--- config.mk ---
export PLATFORM = sky130hd
export DESIGN_NAME = dac_spi_arbiter
export DESIGN_NICKNAME = d
export VERILOG_FILES = /design/src/rtl/dac_spi_arbiter.sv
export SDC_FILE = /design/constraint.sdc
export NUM_CORES = 1
export LEC_CHECK = 0
export CAP_MARGIN = 30
export CORE_MARGIN = 5
export CORE_UTILIZATION = 37
export DETAILED_ROUTE_END_ITERATION = 6
export PLACE_DENSITY = 0.88
export SYNTH_ARGS = -nofsm -noshare
export SYNTH_HDL_FRONTEND = slang
export SYNTH_SLANG_ARGS = --single-unit
export TNS_END_PERCENT = 100
--- constraint.sdc ---
create_clock -name clk -period 2.7 [get_ports clk]
set_clock_uncertainty 0.2 [all_clocks]
set_input_delay 0.27 -clock clk [delete_from_list [all_inputs] [get_ports clk]]
set_output_delay 0.27 -clock clk [all_outputs]
set_load 0.03 [all_outputs]
--- src/rtl/dac_spi_arbiter.sv ---
// Round-robin arbiter sharing one DAC SPI master between REQNUM arm/finished requesters, with grant lock.
// Optional watchdog: define DAC_ARB_TIMEOUT_EN.
module dac_spi_arbiter #(
    parameter int REQNUM         = 3,
    parameter int DAC_WID        = 24,
    parameter int TIMEOUT_CYCLES = 4096,
    parameter int TIMEOUT_WID    = 13
) (
    input  logic                      clk,
    input  logic                      rst_n,
    input  logic [REQNUM-1:0]         req_arm,
    input  logic [REQNUM-1:0]         req_lock,
    input  logic [REQNUM*DAC_WID-1:0] req_to_dac,
    output logic [DAC_WID-1:0]        req_from_dac,
    output logic [REQNUM-1:0]         req_finished,
    output logic [REQNUM-1:0]         grant,
    output logic                      master_arm,
    output logic [DAC_WID-1:0]        master_to_dac,
    input  logic [DAC_WID-1:0]        master_from_dac,
    input  logic                      master_finished,
    output logic                      busy,
    output logic                      timeout_err
);

    localparam int SW = (REQNUM > 1) ? $clog2(REQNUM) : 1;

    typedef enum logic [1:0] {S_IDLE, S_ARM, S_DONE, S_HOLD} state_t;

    state_t              r_state;
    logic [SW-1:0]       r_sel;
    logic [SW-1:0]       r_last;
    logic [REQNUM-1:0]   r_grant;
    logic [REQNUM-1:0]   r_fin;
    logic                r_arm;
    logic [DAC_WID-1:0]  r_to_dac;
    logic [DAC_WID-1:0]  r_from_dac;

    logic                w_found;
    logic [SW-1:0]       w_pick;
    logic [SW:0]         w_idx;
    logic                w_arm_sel;
    logic                w_lock_sel;
    logic [DAC_WID-1:0]  w_to_dac_sel;
    logic [DAC_WID-1:0]  w_to_dac_pick;
    logic [REQNUM-1:0]   w_pick_oh;

    // Walk from farthest to nearest so the first armed requester after r_last wins.
    always_comb begin
        w_found = 1'b0;
        w_pick  = '0;
        w_idx   = '0;
        for (int k = REQNUM; k >= 1; k--) begin
            w_idx = {1'b0, r_last} + (SW+1)'(k);
            if (w_idx >= (SW+1)'(REQNUM))
                w_idx = w_idx - (SW+1)'(REQNUM);
            if (req_arm[w_idx[SW-1:0]]) begin
                w_found = 1'b1;
                w_pick  = w_idx[SW-1:0];
            end
        end
    end

    assign w_arm_sel     = req_arm[r_sel];
    assign w_lock_sel    = req_lock[r_sel];
    assign w_to_dac_sel  = req_to_dac[r_sel*DAC_WID +: DAC_WID];
    assign w_to_dac_pick = req_to_dac[w_pick*DAC_WID +: DAC_WID];
    assign w_pick_oh     = {{(REQNUM-1){1'b0}}, 1'b1} << w_pick;

`ifdef DAC_ARB_TIMEOUT_EN
    logic [TIMEOUT_WID-1:0] r_cnt;
    logic                   r_terr;
    localparam logic [TIMEOUT_WID-1:0] TO_LAST = TIMEOUT_WID'(TIMEOUT_CYCLES - 1);
    assign timeout_err = r_terr;
`else
    assign timeout_err = 1'b0;
`endif

    always_ff @(posedge clk or negedge rst_n) begin
        if (!rst_n) begin
            r_state    <= S_IDLE;
            r_sel      <= '0;
            r_last     <= SW'(REQNUM - 1);
            r_grant    <= '0;
            r_fin      <= '0;
            r_arm      <= 1'b0;
            r_to_dac   <= '0;
            r_from_dac <= '0;
`ifdef DAC_ARB_TIMEOUT_EN
            r_cnt      <= '0;
            r_terr     <= 1'b0;
`endif
        end else begin
`ifdef DAC_ARB_TIMEOUT_EN
            // Cleared on every transition; only the stay-put branches count up.
            r_cnt <= '0;
`endif
            case (r_state)
                S_IDLE: begin
                    if (!master_finished && w_found) begin
                        r_sel    <= w_pick;
                        r_grant  <= w_pick_oh;
                        r_to_dac <= w_to_dac_pick;
                        r_arm    <= 1'b1;
                        r_state  <= S_ARM;
                    end
                end
                S_ARM: begin
                    if (master_finished) begin
                        r_from_dac <= master_from_dac;
                        r_arm      <= 1'b0;
                        if (w_arm_sel)
                            r_fin[r_sel] <= 1'b1;
                        r_state    <= S_DONE;
                    end
`ifdef DAC_ARB_TIMEOUT_EN
                    else if (r_cnt == TO_LAST) begin
                        r_arm   <= 1'b0;
                        r_terr  <= 1'b1;
                        r_grant <= '0;
                        r_last  <= r_sel;
                        r_state <= S_IDLE;
                    end else begin
                        r_cnt <= r_cnt + 1'b1;
                    end
`endif
                end
                S_DONE: begin
                    if (!w_arm_sel) begin
                        r_fin <= '0;
                        if (w_lock_sel) begin
                            r_state <= S_HOLD;
                        end else begin
                            r_grant <= '0;
                            r_last  <= r_sel;
                            r_state <= S_IDLE;
                        end
                    end
                end
                S_HOLD: begin
                    // A dropped lock wins over a new arm in the same cycle.
                    if (!w_lock_sel) begin
                        r_grant <= '0;
                        r_last  <= r_sel;
                        r_state <= S_IDLE;
                    end else if (w_arm_sel && !master_finished) begin
                        r_to_dac <= w_to_dac_sel;
                        r_arm    <= 1'b1;
                        r_state  <= S_ARM;
                    end
`ifdef DAC_ARB_TIMEOUT_EN
                    else if (r_cnt == TO_LAST) begin
                        r_terr  <= 1'b1;
                        r_grant <= '0;
                        r_last  <= r_sel;
                        r_state <= S_IDLE;
                    end else begin
                        r_cnt <= r_cnt + 1'b1;
                    end
`endif
                end
                default: r_state <= S_IDLE;
            endcase
        end
    end

    assign grant         = r_grant;
    assign req_finished  = r_fin;
    assign master_arm    = r_arm;
    assign master_to_dac = r_to_dac;
    assign req_from_dac  = r_from_dac;
    assign busy          = |r_grant;

endmodule
Word-level counts from Yosys, hierarchy flattened --
Index checks and enable logic that the tools add are counted.
Word-level totals: input port bits 105, output and inout bits 57, register bits after elaboration 61
Operators by class: shift-type cells 3, reductions and logical operators 19, bitwise gates (word level) 1, equality and inequality tests 10, add/sub/neg operators 6, $lt $le $gt $ge 8, muxes and demuxes 48, $mul 2
Operators with widths (count):
- 72-bit by 8-bit variable part select with 24-bit output | 2
- 24-bit 2-to-1 mux | 3
- 24-bit case mux with 2 select lines | 1
- 2-bit 2-to-1 mux | 14
- 3-bit 2-to-1 mux | 6
- 1-bit 2-to-1 mux | 13
- 2-bit by 3-bit less-than comparator with 1-bit output, second input constant | 4
- 2-bit != test, second input constant | 6
- 4-bit AND reduction | 3
- 1-bit binary-select mux with 2-bit select | 5
- 3-bit by 2-bit >= comparator with 1-bit output, second input constant | 3
- 3-bit case mux with 3 select lines | 1
- 2-bit by 2-bit multiplier with 4-bit output, second input constant | 2
- 2-bit case mux with 4 select lines | 1
- 2-bit by 2-bit adder with 3-bit output, second input constant | 2
- 3-bit case mux with 2 select lines | 1
- 2-bit AND reduction | 3
- 2-bit nonzero test | 3
- 3-bit nonzero test | 2
- 2-bit subtractor, second input constant | 3
- 5-bit AND reduction | 1
- 2-bit equality test, second input constant | 2
- 2-bit case mux with 2 select lines | 1
- 2-bit by 1-bit adder with 3-bit output, second input constant | 1
- 12 further kinds | 14

Logic depth before layout (Yosys ltp) --
depth in word-level cells 12, depth in mapped cells 9, depth with buffers taken out 7

Worst setup path after synthesis --
Ideal clock, no wire load.
path kind register to register, from register r_last[1], to register r_to_dac[10] (netlist: master_to_dac[10]), cell stages (with the launch flop) 10, data arrival time 2.567 ns, path slack -0.200 ns, required time 2.367 ns, setup time 0.133 ns, buffers on the path 2, clock period less this slack 2.900 ns, cell sequence dfstp_2 > inv_1 > ha_1 > buf_2 > mux2i_1 > o22ai_1 > o31ai_2 > buf_4 > mux2i_1 > o221ai_2
On the way: cells in the longest elaborated chain, start to end 12
RTL lines:
- start: declaration | RTL line 31 | logic [SW-1:0] r_last;
- start signal: assignment | RTL line 82 | r_last <= SW'(REQNUM - 1);
- start signal: assignment | RTL line 134 | r_last <= r_sel;
- start signal: assignment | RTL line 143 | r_last <= r_sel;
- 2-bit by 2-bit adder with 3-bit output | RTL line 53 | w_idx = {1'b0, r_last} + (SW+1)'(k);
- 3-bit by 2-bit >= comparator with 1-bit output / 2-bit subtractor (equally long branches) | RTL line 54, 55
- 2-bit 2-to-1 mux | RTL line 54 | if (w_idx >= (SW+1)'(REQNUM))
- 1-bit binary-select mux with 2-bit select | RTL line 56 | if (req_arm[w_idx[SW-1:0]]) begin
- 1-bit 2-to-1 mux (implied by the code) | RTL line 56
- 2-bit 2-to-1 mux (3 in a row) | RTL line 56
- 2-bit by 2-bit multiplier with 4-bit output | RTL line 66 | assign w_to_dac_pick = req_to_dac[w_pick*DAC_WID +: DAC_WID];
- 72-bit by 8-bit variable part select with 24-bit output | RTL line 66
- 24-bit 2-to-1 mux | RTL line 99 | if (!master_finished && w_found) begin
- 24-bit case mux with 2 select lines | RTL line 97 | case (r_state)
- end signal: assignment | RTL line 102 | r_to_dac <= w_to_dac_pick;
- end signal: assignment | RTL line 146 | r_to_dac <= w_to_dac_sel;
- end: declaration | RTL line 35 | logic [DAC_WID-1:0] r_to_dac;
Parallel ways exist; a longest one is shown, timed or not. The select of a mux whose other input is x is not followed. A chain may end at the register's enable or synchronous reset.

Final worst setup path --
from register r_last[1], to register r_to_dac[12] (netlist: master_to_dac[12])
The elaborated chain is that of the path after synthesis.

==> impl_summary.txt <==
----------------------------------------------------
[Outcome]
  Outcome ... finished with violations
  Violations in the final reports ... setup timing

[Routing]
  Detailed-route via count ... 2972
  # DRC ... 0
  Routed length on met3 ... 837 um
  Number of vias per cell after detailed routing ... 5.24
  Post-Route M1 WL ... between 4 and 5 mm
  Wire length on met2 ... 5.14 mm
  Total wire length after detailed routing ... 10.3 mm
  Iteration-0 DRC Markers ... 80
  Number of nets with antenna violations after detailed routing ... 0
  Routed length per instance ... 18.2 um
  DR pass1 iterations ... 4
  Top sig layer ... met4

[Finish]
  Most common cell after layout, fill and taps aside ... clkdlybuf4s50_1
  Net count reported at finish ... approximately 560
  Fillcell total ... 690
  Area grow syn2layout ... 67.3%
  Count of non-filler cells in the finished layout ... 567
  Top library cells by usage in the layout, fill and taps aside ... clkdlybuf4s50_1 (159), dfrtp_1 (60), inv_1 (29), nand3_1 (29), mux2_2 (25)
  Diodes inserted ... 0
  Final Core Density ... 62.8%
  Area taken by multi-input logic gates ... 1610 um^2
  Fraction of layout instances using a drive strength above 1 ... a little under a quarter
  Sequential cell area ... ~1500 um^2

[Clock network]
  Number of buffers inserted during clock tree synthesis ... 9
  Number of clock sinks ... 61
  Cell chosen for the clock root ... clkbuf_8
  Max clock buf depth ... 2
  Reg clk slew, reported paths ... 80 ps
  TritonCTS clock tree ... built
  Clock latency on the worst-skew pair ... 340 ps
  CTS H-Tree Depth ... 3

[Power and ir drop]
  LEAKAGE ... 2.26 nW
  Clock network power share ... about 12%
  Switching power summed over all nets ... 2.86 mW
  Switching Fraction ... 42.9%
  Int Power ... 3.80 mW
  Combinational share of power ... between 60% and 70%
  Register share of total power ... 25.1%
  Pwr dens ... between 1000 and 1500 nW/um^2
  Max IR drop VDD ... 0.620 mV

[Setup path]
  Kind of launch point of the worst setup path ... flip-flop
  Beginning of the worst register-to-register path ... r_last[1]$_DFFE_PN1P_
  Cell type of the slowest stage on the worst timing path ... dfstp_2
  Worst stage delay on the critical path ... 550 ps
  Maximum fanout along the worst path ... 9
  Worst Reg2Reg Path Length in Cells ... 9
  Data required time of the critical path ... around 2700 ps
  Setup Crit Path Kind ... flip-flop to flip-flop
  Cell breakdown of the critical path ... inv_1, ha_4, mux2i_1, o22ai_2, o31ai_4, buf_6, buf_6, mux2i_2, o221ai_2
  Reg-to-reg endpoint ... master_to_dac[12]$_DFFE_PN0P_
  Worst reg2reg setup slack ... -20 ps
  Capturing element type of the critical path ... flip-flop
  CP dominant cell by count ... buf_6
  Data arrival, critical path ... around 2700 ps

[Synthesis]
  Dominant combinational cell family by area after synthesis ... multiplexers
  Synthesized instance count ... 278
  Synth warn ... 0
  Complex-gate fraction of the synthesized area ... between 10% and 20%
  Synthesized Nets ... 386
  Post-synthesis share of cell area spent on and, or, nand and nor gates ... 9.57%
  Multiplexer area fraction after synthesis ... 17.9%
  Synthesized area per cell ... between 10 and 15 um^2
  Most frequently used flop master after synthesis ... dfrtp_1
  Flip-flop and latch count after synthesis ... between 60 and 70
  Mapped Area ... around 3200 um^2
  Sequential element share of the synthesized area ... 47.1%
  Asr flop ratio synth ... 100%
  Area share of fa/ha/maj cells after synthesis ... 1.16%
  Number of enable flip-flop cells after synthesis ... 0
  Area share of xor/xnor cells in the synthesized design ... 0%
  Number of distinct library cells after synthesis ... 45

[Die]
  Vertical die dimension ... 104 um
  Total Die Area ... ~11000 um^2
  Top-level port count ... 162
  Area of the placeable core ... 8640 um^2
  Chip Width ... 104 um
  Num rows ... 34
  Initial Util ... 37.5%

[STA]
  Worst hold-check slack ... 301 ps
  Headroom to the max-slew limit ... 53.5%
  Setup TNS ... -29.1 ps
  Final cycle utilization of the critical path ... 101%
  Final hold viol count ... 0
  Unrepaired setup endpoints after global routing ... yes
  Worst-margin pin slew ... 697 ps
  Post-route setup slack ... -21.1 ps
  Highest achievable clock rate ... 367 MHz
  Setup violators final ... 2
  Final Critical Period ... 2720 ps
  Final-report max-slew violation count ... 0

[Worst hold path]
  Worst Hold Class ... input pin to async pin

[GRT]
  Total GRT Usage ... 18.8%
  Maximum number of pins on one net before global-route repair ... 34
  Antenna violations before repair ... 0
  Grt total ovfl ... 0
  Number of global-route vias before repair ... 3327
  First-pass GRT wire length ... between 15 and 20 mm

[Job]
  Number of max-cap violations ... 0

[Place]
  Total placed cells including tap cells ... 544
  Placer Congestion ... 0.878
  Setup Slack @ Placement ... -146 ps
  Number of I/O port buffers ... 160
  DP HPWL ... approximately 7.5 mm

----------------------------------------------------
[flip-flops by register name, summed over array words and instances (netlist names)]
name	flops
r_state	2
master_to_dac	24
master_arm	1
r_last	2
grant	3
req_finished	3
req_from_dac	24
r_sel	2
[stage by stage]
step           instance area, um^2  power, mW
2_1_floorplan                 3250       4.06
3_3_place_gp                  5050       5.41
3_5_place_dp                  5050       5.53
4_1_cts                       5310       6.52
5_1_grt                       5430       7.05
6_report                      5430       6.66
[power by group through the flow]
stage	Combinational, mW	Sequential [mW]	Clock (mW)
2_1_floorplan	1.69	2.37	0
3_3_place_gp	3.76	1.65	0
3_5_place_dp	3.85	1.68	0
4_1_cts	4.00	1.67	0.846
5_1_grt	4.43	1.73	0.890
6_report	4.17	1.67	0.824
[how the worst max path moves through the flow]
stage / start / to
CTS: r_last[1]$_DFFE_PN1P_ / master_to_dac[15]$_DFFE_PN0P_
floorplan: r_last[1]$_DFFE_PN1P_ / master_to_dac[10]$_DFFE_PN0P_
finish: r_last[1]$_DFFE_PN1P_ / master_to_dac[12]$_DFFE_PN0P_
global placement: r_last[1]$_DFFE_PN1P_ / master_to_dac[1]$_DFFE_PN0P_
detailed placement: r_last[1]$_DFFE_PN1P_ / master_to_dac[15]$_DFFE_PN0P_
global route: r_last[1]$_DFFE_PN1P_ / master_to_dac[13]$_DFFE_PN0P_
[cell usage after synthesis (all sizes together), types with 2 or more instances]
library cell | number | area share [%]
a211o | 2 | 0.81
a21oi | 2 | 0.31
and3 | 2 | 0.39
buf | 10 | 2.5
clkbuf | 9 | 1.0
dfrtp | 60 | 46
ha | 3 | 1.2
inv | 29 | 3.4
mux2 | 25 | 8.7
mux2i | 30 | 9.3
nand2 | 7 | 0.81
nand3 | 29 | 4.5
nand3b | 3 | 0.69
nor2 | 7 | 0.81
nor3 | 2 | 0.31
o21a | 3 | 0.69
o21ai | 5 | 0.77
o221ai | 25 | 11
o41ai | 3 | 0.81
or2 | 2 | 0.39
[metal layers]
metal | up-vias | track usage (%)
li1 | 1373 | -
met1 | 1445 | 21.9
met2 | 133 | 31.4
met3 | 21 | 7.46
met4 | 0 | 6.65
met5 | - | 0
[critical path, delay by kind of cell, from the launching register on]
kind / cells / cell delay [ps]
adders and majority gates: 1 / 340
AOI/OAI and AO/OA: 3 / 550
buffers and inverters: 3 / 420
DFF: 1 / 550
muxes: 2 / 540
[cells by family after synthesis]
| logic type | Yosys count |
|---|---|
| AO/OA/AOI/OAI | 51 |
| adder cells (fa/ha/maj) | 3 |
| buffers and inverters | 48 |
| other | 1 |
| multiplexers | 55 |
| flip-flops | 61 |
| AND/OR/NAND/NOR | 59 |
[what timing repair did]
| item | in CTS | in global routing |
|---|---|---|
| gates cloned | 2 | 1 |
| endpoints found under the setup margin | 27 | 26 |
| endpoints found under the hold margin | 27 | 0 |
| hold buffers | 1 | 0 |
| resized for setup | 8 | 18 |
| pin swaps | 1 | 2 |
| setup buffers | 1 | 2 |
[area by class of cell]
type | instances | area share [%]
Sequential cell | 61 | 28.2
Tap cell | 108 | 2.49
Clock inverter | 7 | 1.38
Inverter | 29 | 2.01
Clock buffer | 9 | 2.28
Multi-Input combinational cell | 170 | 29.7
Timing Repair Buffer | 183 | 34.0
Power figures use the tool's default switching activity.
